**config.mk**
```make
export PLATFORM = sky130hd
export DESIGN_NAME = pc_fetch_unit
export DESIGN_NICKNAME = d
export VERILOG_FILES = /design/src/rtl/pc_fetch_unit.sv
export SDC_FILE = /design/constraint.sdc
export NUM_CORES = 1
export LEC_CHECK = 0
export CAP_MARGIN = 20
export CORE_MARGIN = 4
export CORE_UTILIZATION = 43
export DETAILED_ROUTE_END_ITERATION = 10
export PLACE_DENSITY = 0.65
export RECOVER_POWER = 50
export SKIP_LAST_GASP = 1
export SLEW_MARGIN = 30
export SYNTH_ARGS = -nofsm -noshare
export SYNTH_HDL_FRONTEND = slang
export SYNTH_SLANG_ARGS = --single-unit
export TNS_END_PERCENT = 1
```
**constraint.sdc**
```tcl
create_clock -name clock -period 4.15 [get_ports clock]
set_clock_uncertainty 0.15 [all_clocks]
set_input_delay 0.415 -clock clock [delete_from_list [all_inputs] [get_ports clock]]
set_output_delay 0.415 -clock clock [all_outputs]
set_load 0.005 [all_outputs]
```
**src/rtl/pc_fetch_unit.sv**
```systemverilog
// pc_fetch_unit: fetch-stage PC sequencer with return-address stack and halt.
//   Params : PC_RESET (PC after reset), RAS_DEPTH (stack entries, power of two >= 2)
//   Inputs : clock, reset_n (sync, active low), en_fetch, sig_pc_src[1:0],
//            imm_i[31:0], imm_j[31:0], push_ret, halt_req
//   Outputs: pc[31:0], halted, ras_empty, ras_full, ras_overflow, ras_underflow
//   Build  : PC_FETCH_RAS_EN selects the full stack; otherwise a single link register.
module pc_fetch_unit #(
  parameter logic [31:0] PC_RESET = 32'd0,
  parameter int RAS_DEPTH = 8
) (
  input  logic        clock,
  input  logic        reset_n,
  input  logic        en_fetch,
  input  logic [1:0]  sig_pc_src,
  input  logic [31:0] imm_i,
  input  logic [31:0] imm_j,
  input  logic        push_ret,
  input  logic        halt_req,
  output logic [31:0] pc,
  output logic        halted,
  output logic        ras_empty,
  output logic        ras_full,
  output logic        ras_overflow,
  output logic        ras_underflow
);
  typedef enum logic {RUN, HALT} state_t;
  state_t state_q, state_d;
  logic ev, pop, push, ovf_set, unf_set, empty_d, full_d;
  logic [31:0] pc_inc, ret, pc_d;
  if (RAS_DEPTH < 2 || (RAS_DEPTH & (RAS_DEPTH - 1)) != 0) begin : g_bad_depth
    $error("RAS_DEPTH must be a power of two and at least 2");
  end
  assign ev = en_fetch && state_q == RUN;
  assign pop = ev && sig_pc_src == 2'b11;
  assign push = ev && push_ret;
  assign pc_inc = pc + 32'd1;
  assign halted = state_q == HALT;
  always_comb begin
    state_d = state_q;
    pc_d = pc;
    if (ev) begin
      state_d = halt_req ? HALT : RUN;
      pc_d = sig_pc_src == 2'b00 ? pc_inc :
             sig_pc_src == 2'b01 ? pc + imm_i :
             sig_pc_src == 2'b10 ? pc + imm_j : ret;
    end
  end
  always_ff @(posedge clock) begin
    if (!reset_n) begin
      state_q <= RUN;
      pc <= PC_RESET;
      ras_empty <= 1'b1;
      ras_full <= 1'b0;
      ras_overflow <= 1'b0;
      ras_underflow <= 1'b0;
    end else begin
      state_q <= state_d;
      pc <= pc_d;
      ras_empty <= empty_d;
      ras_full <= full_d;
      ras_overflow <= ras_overflow | ovf_set;
      ras_underflow <= ras_underflow | unf_set;
    end
  end
`ifdef PC_FETCH_RAS_EN
  localparam int PW = $clog2(RAS_DEPTH);
  localparam int CW = $clog2(RAS_DEPTH + 1);
  logic [31:0] stk [RAS_DEPTH];
  logic [PW-1:0] sp, sp_d, sp_dec, wr_idx;
  logic [CW-1:0] cnt, cnt_d;
  logic has, full;
  assign sp_dec = sp - PW'(1);
  assign has = cnt != '0;
  assign full = cnt == CW'(RAS_DEPTH);
  // An empty pop falls through to the sequential address.
  assign ret = has ? stk[sp_dec] : pc_inc;
  // A pop-and-push reuses the slot the pop just freed.
  assign wr_idx = pop && has ? sp_dec : sp;
  assign empty_d = cnt_d == '0;
  assign full_d = cnt_d == CW'(RAS_DEPTH);
  always_comb begin
    sp_d = sp;
    cnt_d = cnt;
    ovf_set = 1'b0;
    unf_set = pop && !has;
    if (pop && has && !push) begin
      sp_d = sp_dec;
      cnt_d = cnt - CW'(1);
    end else if (push && !(pop && has)) begin
      // When full the pointer wraps onto the oldest entry, so depth saturates.
      sp_d = sp + PW'(1);
      cnt_d = full ? cnt : cnt + CW'(1);
      ovf_set = full;
    end
  end
  always_ff @(posedge clock) begin
    if (!reset_n) begin
      sp <= '0;
      cnt <= '0;
    end else begin
      sp <= sp_d;
      cnt <= cnt_d;
    end
  end
  always_ff @(posedge clock) begin
    if (reset_n && push) stk[wr_idx] <= pc_inc;
  end
`else
  logic [31:0] lr;
  logic lv, lv_d;
  assign ret = lv ? lr : pc_inc;
  assign unf_set = pop && !lv;
  assign ovf_set = push && !pop && lv;
  assign lv_d = push || (lv && !pop);
  assign empty_d = !lv_d;
  assign full_d = lv_d;
  always_ff @(posedge clock) begin
    if (!reset_n) lv <= 1'b0;
    else lv <= lv_d;
  end
  always_ff @(posedge clock) begin
    if (reset_n && push) lr <= pc_inc;
  end
`endif
endmodule

```
==> results.yml, run 1 <==
run_status:
  violations: "capacitance limit, slew limit"
  status: "complete, but fails checks"
timing:
  hold_viol: 0
  slew_headroom: -0.0563
  rsz0062_at_grt: "no"
  slew_viol_final: 58
  tns_ns: 0
  period_share: 0.838
  finalCriticalPeriod_ns: 3.48
  setup_viol: 0
  fmax_mhz: 288
  tightest_slew_ns: 1.58
finish:
  nFillCells: 1691
  ff_latch_area_sq_um: 1700
  drive_gt1_frac: 0.0582
  design_area_sq_um: 9140
  nets: 1180
  diodes: 0
  area_growth_pct: 21.3
  multi_input_area_sq_um: 5590
synthesis:
  synth_top_area_frac: 0.128
  synth-edff-count: 32
  yosysWarningCount: 0
  ys_seq_area_frac: 0.226
  async_reset_ff_frac: 0
  yosysUniqueCellTypes: 78
  synth.avg_cell_area_sq_um: 7.90
  ys_ff_latch: 69
  synth_area_sq_um: 7530
  synth_area_leaders: "edfxtp_1 13%, ha_1 10%, dfxtp_1 9.8%"
  synth_top_area_cell: "edfxtp_1"
  syn_nets: 1089
  syn_inst: 953
  synth_top_flop_cell: "dfxtp_1"
route:
  ant_nets: 0
  drt_pre_antenna_iters: 5
  drc: 0
  dr.first_iter.drc_count: 696
  via_per_inst: 6.15
  wl_per_cell_um: 19.9
  vias: 7838
  wirelength_um: 25400
power:
  p_per_area_nw_per_um2: 309
  combPwrFrac: 0.397
  internal-power_mw: 1.78
  swShare: 0.370
  switchingPower_mw: 1.04
  p_clk_frac: 0.301
  ir_worst_vdd_v: 0.000146
  p_total_mw: 2.82
  seq_power_share: 0.301
  p_leak_nw: 3.87
critical_path:
  crit_type: "primary input to flop"
  start_kind: "primary input"
  end_kind: "flop"
  critPathArrivalTime_ns: 3.57
  critPathLaunch: "imm_j[0]"
  worstPathRequired_ns: 4.24
  cp_max_fo: 4
  reg2reg_from: "pc[0]"
grt:
  grt_max_degree: 66
  track_usage: 0.251
  antenna_found_initial: 0
  grt_pass1_wl_um: 39800
  grt_overflow_total: 0
  grt_pass1_vias: 7182
place:
  dp_hpwl_um: 19300
  place_congestion: 0.927
  portBuffers: 107
  placed_cell_area_sq_um: 8840
floorplanning:
  die_area_sq_um: 19700
  fp.coreArea_sq_um: 17200
  num_rows: 48
  start_util: 0.437
  die_w_um: 140
  ios: 108
  die_h_um: 140
clocking:
  numCtsBuffers: 9
  cts_tree: "built"
  cts.repair.resized: 0
  htreeDepth: 3
  cts_hold_buffers: 0
  cts.clk_slew.worst_paths_ns: 0.06
  cts_setup_buffers: 0
  clock-root-buffer: "clkbuf_16"
  clockBufferDepth: 2
  clock_sinks: 69
  insertion_delay_ns: 0.34
job:
  maxCapViolCount: 2
min_path:
  hp-start: "ras_underflow"
  min_path_type: "flop to flop"
==> synth_stat cells (all sizes together) (4+ instances only) <==
library cell and instances:
nand2 95, a21oi 91, nor2 73, o21ai 69
ha 63, xnor2 41, clkbuf 38, dfxtp 37
a21o 32, edfxtp 32, nand3 29, xor2 28
and3 25, nor3 20, a31oi 18, inv 18
mux2i 17, nand4 17, o211ai 16, nand2b 14
nor2b 13, and2 12, a211oi 11, o31ai 10
a21boi 9, o21a 9, mux2 8, buf 7
or3 7, a221oi 6, nor4 6, a211o 5
a41oi 5, mux4 5, o211a 5, o21bai 5
o22ai 5, a2111oi 4, a32oi 4, o2111ai 4
==> critical path, stage by stage <==
cell and delay, ns:
clkdlybuf4s50_1 0.41, ha_1 0.23, fa_1 0.45, a211oi_1 0.42, nor4_1 0.15, o21ai_1 0.35
a21boi_0 0.17, o21ai_0 0.33, mux2i_1 0.24, o31ai_1 0.09, nor4b_1 0.32
==> final cells by class <==
type | instances | share of cell area
clock inverter | 7 | 0.0108
tap | 225 | 0.0308
multi-input combinational | 820 | 0.612
clock buffer | 9 | 0.0247
inverter | 19 | 0.00781
sequential | 69 | 0.186
timing repair buffer | 125 | 0.128
==> flip-flops by register name (all words and copies together) (netlist names) <==
signal,count
ras_underflow,1
ras_overflow,1
ras_empty,1
halted,1
lr,32
pc,32
lv,1
==> worst paths after layout <==
| path | to | slack [ns] | cells past startpoint |
|---|---|---|---|
| worst min-delay path | ras_underflow | 0.32 | 1 |
| worst max register to register | pc[18] | 0.75 | 10 |
| worst max-delay path | pc[18] | 0.67 | 11 |
| worst min register to register | ras_underflow | 0.32 | 1 |
==> layer usage <==
metal | global-route usage | vias up | routed length, um
met4 | 0.0505 | 0 | 308
met3 | 0.0297 | 23 | 2490
met2 | 0.357 | 383 | 10400
li1 | - | 3814 | -
met1 | 0.404 | 3618 | 12200
met5 | 0 | - | 0
==> stage by stage <==
stage           util  hold WS (ns)  setup WS, ns  std cells
4_1_cts        0.532         0.334         0.742       1274
3_5_place_dp   0.513         0.311         0.417       1258
3_3_place_gp   0.513         0.311         0.482       1258
5_1_grt        0.530         0.358         0.356       1274
2_1_floorplan      -         0.314          1.23        953
6_report       0.530         0.322         0.673       1274
==> kinds of logic after synthesis <==
group           synth area share
fa+ha+maj                  0.110
simple gates               0.212
buf+inv                   0.0322
flops                      0.226
xor+xnor                  0.0802
compound gates             0.290
mux                       0.0495
==> cells in the final DEF, fill, tap and decap left out, drive strengths merged, types with 6 or more instances in the layout <==
cell type / n
o21ai: 69
nor2: 73
o21a: 9
a221oi: 6
edfxtp: 32
or3: 7
nand2: 95
a21boi: 9
a211oi: 11
dlygate4sd3: 32
a21o: 32
nand4: 17
xnor2: 41
buf: 12
mux2i: 17
o31ai: 10
nand3: 29
ha: 63
mux2: 8
dfxtp: 37
a21oi: 91
nand2b: 14
a31oi: 18
clkbuf: 17
xor2: 28
and3: 25
inv: 19
nor2b: 13
nor3: 20
nor4: 6
clkdlybuf4s50: 73
and2: 12
o211ai: 16
==> power groups by stage <==
stage                     combinational [mW]  sequential [mW]  clock, mW
final                                   1.12            0.851      0.850
after detailed placement                1.11            0.862          0
after global routing                    1.23            0.856      0.890
after floorplan                        0.741            0.831          0
after global placement                  1.11            0.863          0
after CTS                               1.12            0.848      0.854
Power figures use the tool's default switching activity.
==> inputs of run 2 (changes only) <==
Clock period 4.15 ns to 3.2 ns, I/O delays scaled along.
==> run 2 against run 1 <==
  * The run now ends clean
  * Worst setup slack got worse by 0.60 ns
  * Sequential share of layout area decreased by 1.1 points
  * Via count increased by 4.8%
  * Register-to-register slack got worse by 0.68 ns
  * Worst hold slack got worse by 0.0032 ns
  * Non-clock buffer count increased by 83
  * First-iteration DRC count increased by 25%
  * Wire length increased by 5.0%
  * Combinational power increased by 46%
  * Die area unchanged
  * Power increased by 34%
==> results.yml, run 2 (synthesis results as in run 1) <==
critical_path:
  crit_type: "flop to flop"
  start_kind: "flop"
  cp_max_fo: 6
  path_delay_family: "compound AO/OA/AOI/OAI gates"
  critPathArrivalTime_ns: 3.19
  cp_slowest_cell: "ha_1"
  slowest_delay_ns: 0.37
  worstPathCellList: "clkbuf_1 -> ha_1 -> a21o_1 -> nor2b_1 -> a21oi_1 -> a21oi_2 -> o31ai_2 -> buf_4 -> o41ai_1 -> o21ai_0 -> o211ai_1"
  path_buf_inv: 2
  worstPathRequired_ns: 3.26
  end_kind: "flop"
timing:
  fmax_mhz: 319
  slew_viol_final: 0
  rsz0062_at_grt: "yes"
  finalCriticalPeriod_ns: 3.13
  fin_hold_ws_ns: 0.319
  tightest_slew_ns: 1.17
  hold_viol: 0
  period_share: 0.978
  slew_headroom: 0.222
  tns_ns: 0
  setup_viol: 0
grt:
  grt_overflow_total: 0
  grt_pass1_vias: 7477
  grt_pass1_wl_um: 41600
  grt_max_degree: 53
  track_usage: 0.263
  antenna_found_initial: 0
place:
  place_congestion: 0.949
  placed_cell_area_sq_um: 9480
  portBuffers: 107
  dp_hpwl_um: 20800
clocking:
  clockBufferDepth: 2
  cts_setup_buffers: 0
  insertion_delay_ns: 0.34
  numCtsBuffers: 9
  htreeDepth: 3
  cts.clk_slew.worst_paths_ns: 0.06
  clock_sinks: 69
  cts_tree: "built"
  clock-root-buffer: "clkbuf_16"
finish:
  design_area_sq_um: 9730
  drive_gt1_frac: 0.119
  final_common_cell: "nand2_1"
  diodes: 0
  top_regs: "lr (32), pc (32)"
  nFillCells: 1615
  layout_common_cells: "95 x nand2_1, 90 x a21oi_1, 85 x buf_4"
  area_growth_pct: 29.2
  nets: 1263
job:
  maxCapViolCount: 0
floorplanning:
  fp.coreArea_sq_um: 17200
  die_w_um: 140
  die_area_sq_um: 19700
  ios: 108
  start_util: 0.437
  die_h_um: 140
  num_rows: 48
route:
  drt_pre_antenna_iters: 5
  ant_nets: 0
  drc: 0
  wl_per_cell_um: 19.6
  via_per_inst: 6.05
  wirelength_um: 26600
  vias: 8212
  dr.first_iter.drc_count: 867
power:
  p_per_area_nw_per_um2: 390
  ir_worst_vdd_v: 0.000303
  p_leak_nw: 4.21
run_status:
  status: "finished clean"
min_path:
  min_path_type: "primary input to flop"
-- run 2: cell types whose count changed in the layout (fill, tap and decap cells not counted), sizes merged --
cell | previous run | this run
dlygate4sd3 | 32 | 22
clkinvlp | 1 | 0
clkdlybuf4s50 | 73 | 83
clkbuf | 17 | 26
buf | 12 | 87
-- run 2: through the flow --
| step | util | total power, mW | worst slack [ns] | cells |
|---|---|---|---|---|
| 2_1_floorplan | - | 2.04 | 0.314 | 953 |
| 3_3_place_gp | 0.550 | 2.70 | -0.234 | 1341 |
| 3_5_place_dp | 0.550 | 2.71 | -0.357 | 1341 |
| 4_1_cts | 0.568 | 3.79 | 0.0537 | 1357 |
| 5_1_grt | 0.564 | 4.00 | -0.0839 | 1357 |
| 6_report | 0.564 | 3.80 | 0.0700 | 1357 |
-- run 2: path summary, 6_finish.rpt --
kind	from	end	slack, ns	cells after the start
worst max-delay path	pc[8]	pc[31]	0.07	11
worst min-delay path	sig_pc_src[0]	pc[29]	0.32	3
worst max register to register	pc[8]	pc[31]	0.07	11
worst min register to register	ras_underflow	ras_underflow	0.32	1
-- run 2: timing repair --
action,in CTS,in global routing
hold buffers,0,0
endpoints found under the setup margin,1,6
resized for setup,1,2
pin swaps,0,1
-- run 2: routing by layer --
metal | routed length (um) | global-route usage | vias to the layer above
met5 | 0 | 0 | -
met4 | 425 | 0.0617 | 0
met3 | 2780 | 0.0522 | 29
met2 | 10800 | 0.367 | 400
met1 | 12600 | 0.412 | 3814
li1 | - | - | 3969
-- run 2: worst register-to-register path, delay by kind of cell, from the launching register on --
kind | cells | cell delay, ns
flip-flops | 1 | 0.34
adder cells (fa/ha/maj) | 1 | 0.37
AND/OR/NAND/NOR | 1 | 0.13
AO/OA/AOI/OAI | 7 | 1.48
buffers and inverters | 2 | 0.53
-- run 2: power breakdown --
group,switching [mW],internal [mW],leakage (nW)
Sequential,0.0888,0.988,0.603
Clock,0.402,0.683,0.154
Combinational,0.887,0.749,3.46
-- run 2: final cells by class --
cell class / count / area, sq um / share of cell area
multi-input cells: 820 / 5600 / 0.575
inverters: 19 / 71.3 / 0.00733
clock inverters: 6 / 86.3 / 0.00887
flip-flops and latches: 69 / 1700 / 0.175
repair buffers: 208 / 1760 / 0.181
clock buffers: 10 / 229 / 0.0235
well taps: 225 / 282 / 0.0289
==> inputs of run 3 (changes only) <==
Settings changed: CORE_MARGIN 4 to default.
==> run 3 against run 2 <==
  * Via count down 0.23%
  * Worst setup slack gained 0.028 ns
  * Power grew 1.3%
  * First-iteration DRC count decreased by 3.8%
  * Flip-flop and latch count is the same
  * Fmax up 0.90%
  * Sequential share of layout area is 0.17 points lower
  * Largest power group unchanged
  * Sequential power hardly changed
  * Global-route usage increased by 2.5 points
  * Count of clock-buffer cells in the layout up 2
==> results.yml, run 3 (synthesis results as in run 1) <==
grt:
  grt_pass1_vias: 7391
  grt_overflow_total: 0
  antenna_found_initial: 0
  grt_pass1_wl_um: 40200
  grt_max_degree: 38
  track_usage: 0.289
power:
  ir_worst_vdd_v: 0.000269
  p_per_area_nw_per_um2: 392
  p_leak_nw: 4.27
  p_total_mw: 3.85
clocking:
  cts.clk_slew.worst_paths_ns: 0.06
  htreeDepth: 3
  insertion_delay_ns: 0.34
  clock-root-buffer: "clkbuf_16"
  clockBufferDepth: 2
  cts_tree: "built"
  numCtsBuffers: 9
  clock_sinks: 69
finish:
  diodes: 0
  final_common_cell: "nand2_1"
  drive_gt1_frac: 0.128
  fin_util: 0.572
  area_growth_pct: 30.4
  layout_common_cells: "95 x nand2_1, 94 x buf_4, 90 x a21oi_1"
  design_area_sq_um: 9820
  nets: 1275
  fin_cells: 1369
  top_regs: "lr (32), pc (32)"
floorplanning:
  fp.coreArea_sq_um: 17200
  die_area_sq_um: 18000
  num_rows: 48
  die_w_um: 134
  start_util: 0.439
  ios: 108
  die_h_um: 134
route:
  wirelength_um: 26100
  via_per_inst: 5.98
  wl_per_cell_um: 19.1
  drt_pre_antenna_iters: 6
  ant_nets: 0
  dr.first_iter.drc_count: 834
  drc: 0
  vias: 8193
critical_path:
  start_kind: "flop"
  cp_common_cell: "a21oi_1"
  slowest_delay_ns: 0.40
  end_kind: "flop"
  critPathArrivalTime_ns: 3.17
  worstPathRequired_ns: 3.27
  worstPathCellList: "buf_4 -> ha_1 -> fa_1 -> a21o_1 -> nand4_1 -> a21oi_1 -> o21ai_0 -> buf_4 -> a21oi_1 -> or4_1 -> a21oi_1 -> o41ai_2"
  cp_max_fo: 7
  ff2ff_path_depth: 12
  cp_slowest_cell: "fa_1"
  crit_type: "flop to flop"
place:
  placed_cell_area_sq_um: 9550
  dp_hpwl_um: 20500
  place_congestion: 0.928
  portBuffers: 107
  dp_cells: 1352
min_path:
  min_path_type: "flop to flop"
  min_path_cells: 1
timing:
  tightest_slew_ns: 1.13
  period_share: 0.969
  hold_viol: 0
  slew_viol_final: 0
  fmax_mhz: 322
  finalCriticalPeriod_ns: 3.10
  fin_hold_ws_ns: 0.349
  slew_headroom: 0.248
  rsz0062_at_grt: "yes"
  setup_viol: 0
job:
  maxCapViolCount: 0
run_status:
  status: "finished clean"
-- run 3: cell count changes in the layout (fill, tap and decap cells not counted), moves of 2 or more --
cell	change
buf_4	+9
clkbuf_1	+3
clkdlybuf4s50_1	+3
dlygate4sd3_1	-3
clkbuf_8	+2
-- run 3: cell type report --
class	count	area, sq um
fill	1687	7350
timing repair buffer	220	1840
inverter	19	71.3
clock inverter	4	70.1
multi-input combinational	820	5600
clock buffer	12	256
tap	225	282
sequential	69	1700
-- run 3: layer usage --
metal	global-route usage	part of all wire
met1	0.447	0.47
met2	0.405	0.40
met3	0.0571	0.12
met4	0.0605	0.0099
met5	0	0
-- run 3: stage by stage --
stage	setup TNS (ns)	worst slack, ns
3_5_place_dp	-1.47	-0.236
3_3_place_gp	-1.22	-0.215
2_1_floorplan	0	0.314
4_1_cts	0	0.0805
6_report	0	0.0979
5_1_grt	-0.207	-0.0644
-- run 3: worst max-delay path, delay by kind of cell, from the launching register on --
family,cells,cell delay (ns)
compound gates,6,1.06
fa+ha+maj,2,0.63
buf+inv,2,0.32
flops,1,0.31
simple gates,2,0.50
-- run 3: power breakdown --
part | switching (mW) | internal [mW]
Sequential | 0.0889 | 0.988
Combinational | 0.895 | 0.765
Clock | 0.388 | 0.722
-- run 3: repair_timing --
| item | CTS | global route |
|---|---|---|
| setup endpoints to repair | 0 | 7 |
| resized for setup | 0 | 3 |
| hold buffers | 0 | 0 |
| setup buffers | 0 | 1 |
-- run 3: final timing paths --
kind,startpoint,slack [ns],to
hold reg to reg,ras_underflow,0.35,ras_underflow
hold / removal,ras_underflow,0.35,ras_underflow
setup / recovery,pc[0],0.1,pc[20]
setup reg to reg,pc[0],0.1,pc[20]
